File: config.mk
export PLATFORM = sky130hd
export DESIGN_NAME = mdio_mgmt_master
export DESIGN_NICKNAME = d
export VERILOG_FILES = /design/src/rtl/mdio_mgmt_master.sv
export SDC_FILE = /design/constraint.sdc
export NUM_CORES = 1
export LEC_CHECK = 0
export CAP_MARGIN = 10
export CORE_MARGIN = 3
export CORE_UTILIZATION = 40
export DETAILED_ROUTE_END_ITERATION = 10
export MAX_ROUTING_LAYER = met4
export SLEW_MARGIN = 0
export SYNTH_ARGS = -nofsm -noshare
export SYNTH_HDL_FRONTEND = slang
export SYNTH_SLANG_ARGS = --single-unit
File: constraint.sdc
create_clock -name sysck -period 6.26 [get_ports sysck]
set_input_delay 1.252 -clock sysck [delete_from_list [all_inputs] [get_ports sysck]]
set_output_delay 1.252 -clock sysck [all_outputs]
set_load 0.05 [all_outputs]
File: src/rtl/mdio_mgmt_master.sv
// MDIO/MDC management master (Clause 22 frames, optional Clause 45).
// Runs entirely in the sysck domain; MDC is a register toggled by a divider tick.
// Optional feature macro: MDIO_CLAUSE45_EN adds cmd_c45 and Clause 45 framing.
module mdio_mgmt_master #(
    parameter int CLK_DIV = 50,
    parameter int PRE_LEN = 32,
    parameter int CNT_W   = 10
) (
    input  logic        sysck,
    input  logic        reset,
    input  logic        cmd_valid,
    output logic        cmd_ready,
    input  logic [1:0]  cmd_op,
    input  logic [4:0]  cmd_phyad,
    input  logic [4:0]  cmd_regad,
    input  logic [15:0] cmd_wdata,
`ifdef MDIO_CLAUSE45_EN
    input  logic        cmd_c45,
`endif
    output logic        rsp_valid,
    output logic [15:0] rsp_rdata,
    output logic        rsp_err,
    output logic        busy,
    output logic        mdc,
    output logic        mdo,
    output logic        mdo_en,
    input  logic        mdi
);

    typedef enum logic [2:0] {
        S_IDLE, S_PRE, S_HDR, S_TA, S_DATA, S_GAP, S_RESP
    } state_t;

    state_t            state_q, state_d;
    logic [CNT_W-1:0]  cnt_q, cnt_d;
    logic [5:0]        bit_cnt_q, bit_cnt_d;
    logic              mdc_q, mdc_d;
    logic              mdo_q, mdo_d;
    logic              mdo_en_q, mdo_en_d;
    logic [31:0]       out_sh_q, out_sh_d;   // {ST, OP, PHYAD, REGAD, TA, DATA}
    logic [15:0]       in_sh_q, in_sh_d;
    logic              rd_q, rd_d;
    logic              ta_err_q, ta_err_d;
    logic              rsp_valid_q, rsp_valid_d;
    logic              rsp_err_q, rsp_err_d;
    logic [15:0]       rsp_rdata_q, rsp_rdata_d;

    logic              c45;
    logic              cmd_legal;
    logic              cmd_rd;
    logic [1:0]        cmd_st;
    logic              tick;
    logic              emit;

`ifdef MDIO_CLAUSE45_EN
    assign c45 = cmd_c45;
`else
    assign c45 = 1'b0;
`endif

    // Clause 45 accepts every op; ops 1x are read-type there.
    assign cmd_legal = c45 | (cmd_op == 2'b01) | (cmd_op == 2'b10);
    assign cmd_rd    = c45 ? cmd_op[1] : (cmd_op == 2'b10);
    assign cmd_st    = c45 ? 2'b00 : 2'b01;

    assign busy      = (state_q != S_IDLE) && (state_q != S_RESP);
    assign cmd_ready = (state_q == S_IDLE);
    assign tick      = (cnt_q == CNT_W'(CLK_DIV - 1));

    assign mdc       = mdc_q;
    assign mdo       = mdo_q;
    assign mdo_en    = mdo_en_q;
    assign rsp_valid = rsp_valid_q;
    assign rsp_err   = rsp_err_q;
    assign rsp_rdata = rsp_rdata_q;

    // Next-state, divider, serializer and capture logic.
    always_comb begin
        state_d     = state_q;
        cnt_d       = '0;
        bit_cnt_d   = bit_cnt_q;
        mdc_d       = mdc_q;
        mdo_d       = mdo_q;
        mdo_en_d    = mdo_en_q;
        out_sh_d    = out_sh_q;
        in_sh_d     = in_sh_q;
        rd_d        = rd_q;
        ta_err_d    = ta_err_q;
        rsp_valid_d = 1'b0;
        rsp_err_d   = rsp_err_q;
        rsp_rdata_d = rsp_rdata_q;
        emit        = 1'b0;

        if (busy) cnt_d = tick ? '0 : cnt_q + 1'b1;

        case (state_q)
            S_IDLE: begin
                if (cmd_valid) begin
                    rd_d      = cmd_rd;
                    ta_err_d  = 1'b0;
                    bit_cnt_d = '0;
                    out_sh_d  = {cmd_st, cmd_op, cmd_phyad, cmd_regad, 2'b10, cmd_wdata};
                    if (!cmd_legal) begin
                        state_d     = S_RESP;
                        rsp_valid_d = 1'b1;
                        rsp_err_d   = 1'b1;
                    end else begin
                        state_d = (PRE_LEN == 0) ? S_HDR : S_PRE;
                        emit    = 1'b1;
                    end
                end
            end
            S_RESP: state_d = S_IDLE;
            default: begin
                if (tick) begin
                    if (!mdc_q) begin
                        // Rising edge: sample MDIO for read-type frames.
                        mdc_d = 1'b1;
                        if (rd_q && state_q == S_TA && bit_cnt_q == 6'd1) ta_err_d = mdi;
                        if (rd_q && state_q == S_DATA) in_sh_d = {in_sh_q[14:0], mdi};
                    end else begin
                        // Falling edge: advance to the next bit cell.
                        mdc_d     = 1'b0;
                        emit      = 1'b1;
                        bit_cnt_d = bit_cnt_q + 1'b1;
                        case (state_q)
                            S_PRE:  if (bit_cnt_q == 6'(PRE_LEN - 1)) begin
                                        state_d = S_HDR; bit_cnt_d = '0;
                                    end
                            S_HDR:  if (bit_cnt_q == 6'd13) begin
                                        state_d = S_TA; bit_cnt_d = '0;
                                    end
                            S_TA:   if (bit_cnt_q == 6'd1) begin
                                        state_d = S_DATA; bit_cnt_d = '0;
                                    end
                            S_DATA: if (bit_cnt_q == 6'd15) begin
                                        state_d = S_GAP; bit_cnt_d = '0;
                                    end
                            default: begin
                                state_d     = S_RESP;
                                rsp_valid_d = 1'b1;
                                rsp_err_d   = ta_err_q;
                                if (rd_q) rsp_rdata_d = in_sh_q;
                            end
                        endcase
                    end
                end
            end
        endcase

        // Drive the bit belonging to the state being entered/continued.
        if (emit) begin
            case (state_d)
                S_PRE: begin
                    mdo_d    = 1'b1;
                    mdo_en_d = 1'b1;
                end
                S_HDR: begin
                    mdo_d    = out_sh_d[31];
                    mdo_en_d = 1'b1;
                    out_sh_d = {out_sh_d[30:0], 1'b0};
                end
                S_TA, S_DATA: begin
                    mdo_d    = rd_d ? 1'b1 : out_sh_d[31];
                    mdo_en_d = !rd_d;
                    out_sh_d = {out_sh_d[30:0], 1'b0};
                end
                default: begin
                    mdo_d    = 1'b1;
                    mdo_en_d = 1'b0;
                end
            endcase
        end
    end

    // State and datapath registers; reset abandons any frame in flight.
    always_ff @(posedge sysck or negedge reset) begin
        if (!reset) begin
            state_q     <= S_IDLE;
            cnt_q       <= '0;
            bit_cnt_q   <= '0;
            mdc_q       <= 1'b0;
            mdo_q       <= 1'b1;
            mdo_en_q    <= 1'b0;
            out_sh_q    <= '0;
            in_sh_q     <= '0;
            rd_q        <= 1'b0;
            ta_err_q    <= 1'b0;
            rsp_valid_q <= 1'b0;
            rsp_err_q   <= 1'b0;
            rsp_rdata_q <= '0;
        end else begin
            state_q     <= state_d;
            cnt_q       <= cnt_d;
            bit_cnt_q   <= bit_cnt_d;
            mdc_q       <= mdc_d;
            mdo_q       <= mdo_d;
            mdo_en_q    <= mdo_en_d;
            out_sh_q    <= out_sh_d;
            in_sh_q     <= in_sh_d;
            rd_q        <= rd_d;
            ta_err_q    <= ta_err_d;
            rsp_valid_q <= rsp_valid_d;
            rsp_err_q   <= rsp_err_d;
            rsp_rdata_q <= rsp_rdata_d;
        end
    end

endmodule

; Word level (Yosys, flattened, before mapping)
; Cells that the tools add are included.
; Widths: inputs -> output; s select.
[op_classes]
bitwise = 5
eq_ne = 21
muxes = 53
reduce_logical = 21
add_sub_neg = 2
[ops]
columns = operator, n
row1 = $mux 32, 4
row2 = $mux 6, 7
row3 = $mux 3, 8
row4 = $pmux 6 s4, 1
row5 = $mux 1, 22
row6 = $mux 10, 2
row7 = $eq 3x2->1 const B, 4
row8 = $eq 6x4->1 const B, 2
row9 = $pmux 1 s2, 6
row10 = $pmux 3 s4, 1
row11 = $pmux 6 s2, 1
row12 = $add 10x1->10 const B, 1
row13 = $eq 10x6->1 const B, 1
row14 = $reduce_and 5->1, 2
row15 = $eq 3x3->1 const B, 3
row16 = $reduce_and 4->1, 2
row17 = $add 6x1->6 const B, 1
row18 = $eq 3x1->1 const B, 2
row19 = $eq 6x1->1 const B, 1
row20 = $eq 6x5->1 const B, 1
row21 = $ne 2x2->1 const B, 3
row22 = $pmux 3 s2, 1
row23 = $reduce_and 6->1, 1
row24 = $reduce_bool 2->1, 3
row25 = 14 further kinds, 22
[totals]
in_bits = 32
ff_bits = 90
wordCells = 115
output_inout_bits = 23

; Longest topological paths before layout
[depth]
ltp_word = 10
ltp_mapped = 10
depth_no_buf = 9

; Least setup slack after synthesis
; Ideal clock, no wire load.
[synth_path]
path_type = input port to flip-flop
startpoint = input cmd_valid
endpoint = register out_sh_q[5]
arrival_time_ps = 2938
setup_ps = 137
required_ps = 6123
cell_stages = 9
slack_ps = 3185
path_buffers = 2
cell_sequence = or4b_1 clkbuf_1 nor2_1 a21o_2 o211ai_2 o22ai_4 buf_8 mux2i_1 a21oi_1
[synth_between]
elab_chain_len = 6
elab_cells_between_ends = 12
cone_classes = eq/ne (3) / mux (8) / reduce/logical (1)
[synth_lines]
columns = item, line_no
row1 = "start, declared", 11  ; input logic cmd_valid,
row2 = $mux 3, 98  ; if (cmd_valid) begin
row3 = $pmux 3 s2, 96  ; case (state_q)
row4 = $eq 3x2->1 or $eq 3x3->1 (tied branches), 153  ; case (state_d)
row5 = $reduce_or 3->1 (no line), -
row6 = $mux 32, 153
row7 = $mux 32 *, 152  ; if (emit) begin
row8 = via out_sh_d[5], 40  ; logic [31:0] out_sh_q, out_sh_d;
row9 = "end signal, assigned", 199  ; out_sh_q <= out_sh_d;
row10 = "end, declared", 40
; Mark *: on every way through the listed nets, which the timed path passes. The rest lies on a longest branch.
; A chain may end at the register's enable or synchronous reset.

; Worst setup path in the final report
[layout_path]
startpoint = input cmd_valid
endpoint = register out_sh_q[2]
; The elaborated chain is that of the path after synthesis.

==> impl_metrics.py <==
metrics = {
    "logic_synthesis": {
        "avgSynthCellArea_um2": 11.1,
        "ys_types": 58,
        "ys_seq_elements": 90,
        "synth_area_leader_cell": "dfrtp_1",
        "synth_edf_count": 0,
        "synthDominantCellAreaShare_pct": 52.3,
        "ys_warn_count": 0,
        "async_reset_ff_share_pct": 100,
        "synthTopCellsByArea": "dfrtp_1, mux2_2, mux2i_1",
        "synth_area_um2": 4260,
        "synth_top_flop_cell": "dfrtp_1",
        "synth_seq_area_share_pct": 53.0,
        "syn-num-nets": 420,
        "syn_inst": 383,
    },
    "critical_path": {
        "crit_path_cell_trace": "clkdlybuf4s50_1 > or4b_2 > buf_4 > nor2_1 > a21o_2 > o211ai_2 > o22ai_4 > buf_4 > mux2i_1 > a21oi_1",
        "cp-start-kind": "input port",
        "slowest_stage": "or4b_2",
        "required_ns": 6.47,
        "cp.arrival_ns": 4.13,
        "cpPeakStageDelay_ns": 0.59,
        "crit_path_max_fanout": 61,
        "cp_num_buf_inv": 3,
        "critPathMostFrequentCell": "buf_4",
        "crit_path_end_kind": "register",
        "worstSetupPathType": "input port to register",
        "path_delay_family": "buffers and inverters",
    },
    "drt": {
        "drtIter0Drc": 161,
        "vias": 2918,
        "drt-pass1-iter-count": 4,
        "via_per_inst": 5.09,
        "drc": 0,
        "wl_um": 8250,
        "final_antenna_net_count": 0,
        "wl_per_cell_um": 14.4,
    },
    "clock_network": {
        "insertion_delay_ns": 0.36,
        "post_cts_resized": 0,
        "cts.clk_slew.worst_paths_ns": 0.11,
        "clock-sinks": 90,
        "cts_buffers": 9,
        "h-tree-depth": 3,
        "cts_tree": "built",
        "clock_path_buffers": 2,
        "cts-hold-fix-buffers": 0,
        "cts_setup_buffers": 0,
        "cts_root_buf": "clkbuf_8",
    },
    "run_status": {
        "status": "completed",
    },
    "sta": {
        "timing.setup.tns_ns": 0,
        "fin_crit_sh_pct": 62.6,
        "slew_violations": 0,
        "fmax_ghz": 0.255,
        "finalCriticalPeriod_ns": 3.92,
        "timing.final.ws_setup_ns": 2.34,
        "hold_viol": 0,
        "worst_hold_slack_ns": 0.502,
        "skew_ns": 0.0149,
        "slew_headroom_pct": 35.8,
        "finalSetupViolCount": 0,
        "rsz0062_at_grt": "no",
        "max_slew.worst_pin.slew_ns": 0.959,
    },
    "floorplanning": {
        "die-width_um": 109,
        "rows": 37,
        "die_y_um": 109,
        "start_util_pct": 41.2,
        "die_area_um2": 11900,
        "io-pin-count": 55,
        "fp.coreArea_um2": 10300,
    },
    "final_layout": {
        "final_common_cell": "dfrtp_1",
        "drive_above_1_share_pct": 14.6,
        "synthToLayoutAreaGrowth_pct": 19.7,
        "fin_util_pct": 49.3,
        "num_antenna_cells": 0,
        "nets": 469,
        "mostFrequentLayoutCells": "dfrtp_1, clkdlybuf4s50_1, nor2_1",
    },
    "global_route": {
        "grtUsageTotal_pct": 15.2,
        "grt_pass1_vias": 2835,
        "antenna_found_initial": 0,
        "grt_pass1_wl_um": 13900,
        "gr-total-overflow": 0,
        "grt_max_degree": 71,
    },
    "power": {
        "total_power_mw": 1.77,
        "max-vdd-ir-drop_mv": 0.122,
        "p_leak_nw": 2.15,
        "power.density_nw_per_um2": 348,
    },
    "place": {
        "gp_congestion": 0.801,
        "dp_hpwl_um": 5570,
        "port_buffers": 54,
        "place_ws_ns": 1.94,
    },
    "job": {
        "maxCapViolCount": 0,
    },
    "hold_path": {
        "hp-class": "register to register",
    },
}
## final timing paths
kind / endpoint / slack [ns] / cells past startpoint / from
setup / recovery: out_sh_q[2]$_DFF_PN0_ / 2.34 / 10 / cmd_valid
hold / removal: out_sh_q[31]$_DFF_PN0_ / 0.50 / 2 / out_sh_q[30]$_DFF_PN0_
setup reg to reg: out_sh_q[2]$_DFF_PN0_ / 3.03 / 9 / state_q[0]$_DFF_PN0_
hold reg to reg: out_sh_q[31]$_DFF_PN0_ / 0.50 / 2 / out_sh_q[30]$_DFF_PN0_
max in group asynchronous: state_q[2]$_DFF_PN0_ / 4.36 / 2 / reset
min in group asynchronous: out_sh_q[21]$_DFF_PN0_ / 0.76 / 1 / reset
## flip-flops by register name, summed over array words and instances, names as in the netlist, 3 cells and up
| register | flops |
|---|---|
| in_sh_q | 16 |
| state_q | 3 |
| rsp_rdata | 16 |
| cnt_q | 10 |
| bit_cnt_q | 6 |
| out_sh_q | 32 |
## cell type report
type	count	area, um2
repair buffers	57	561
clock buffers	9	124
well taps	136	170
fillers	951	5230
flip-flops and latches	90	2250
inverters	10	37.5
clock inverters	7	95.1
multi-input cells	264	1850
## cell families after synthesis
logic type,after synthesis,share of synthesized area [%]
and+or+nand+nor,118,14.6
DFF,90,53.0
AOI/OAI and AO/OA,71,10.3
muxes,61,15.3
buffers and inverters,29,3.53
xor gates and xnor gates,9,1.85
adders and majority gates,5,1.47
## per-stage QoR
stage / cells / area [um2]
2_1_floorplan: 383 / 4260
3_3_place_gp: 557 / 4870
3_5_place_dp: 557 / 4870
4_1_cts: 573 / 5090
5_1_grt: 573 / 5090
6_report: 573 / 5090
## report_power, final
part	internal, mW	total, mW	leakage [nW]	switching (mW)
clock	0.197	0.434	0.111	0.237
sequential	0.747	0.894	1.13	0.147
combinational	0.210	0.442	0.916	0.232
## synthesized netlist by cell type, drive strengths merged (3+ instances only)
cell type and number:
nor3b 3, mux2 32, mux2i 29, nor2b 6, buf 8, ha 5
a21oi 33, nand4 3, dfrtp 89, nor2 48, xor2 4, clkbuf 11
or2 4, o31ai 3, nand3 11, nor4 3, or3 5, xnor2 5
inv 10, o21ai 17, and3 3, nand2 20
## worst reg2reg max path, stage by stage, from the launching register on
cell and delay [ns]:
dfrtp_1 0.61, or4b_2 0.72, buf_4 0.32, nor2_1 0.22
a21o_2 0.18, o211ai_2 0.12, o22ai_4 0.13, buf_4 0.47
mux2i_1 0.27, a21oi_1 0.08
## routing by layer
metal	wire, um	track usage (%)	vias to the layer above	part of all wire [%]
met5	0	-	-	0
met2	3640	21.6	57	44
met3	423	3.61	6	5.1
met1	4100	21.4	1405	50
met4	82	4.69	0	0.99
li1	-	-	1450	-
(Power assumes the default switching activity.)
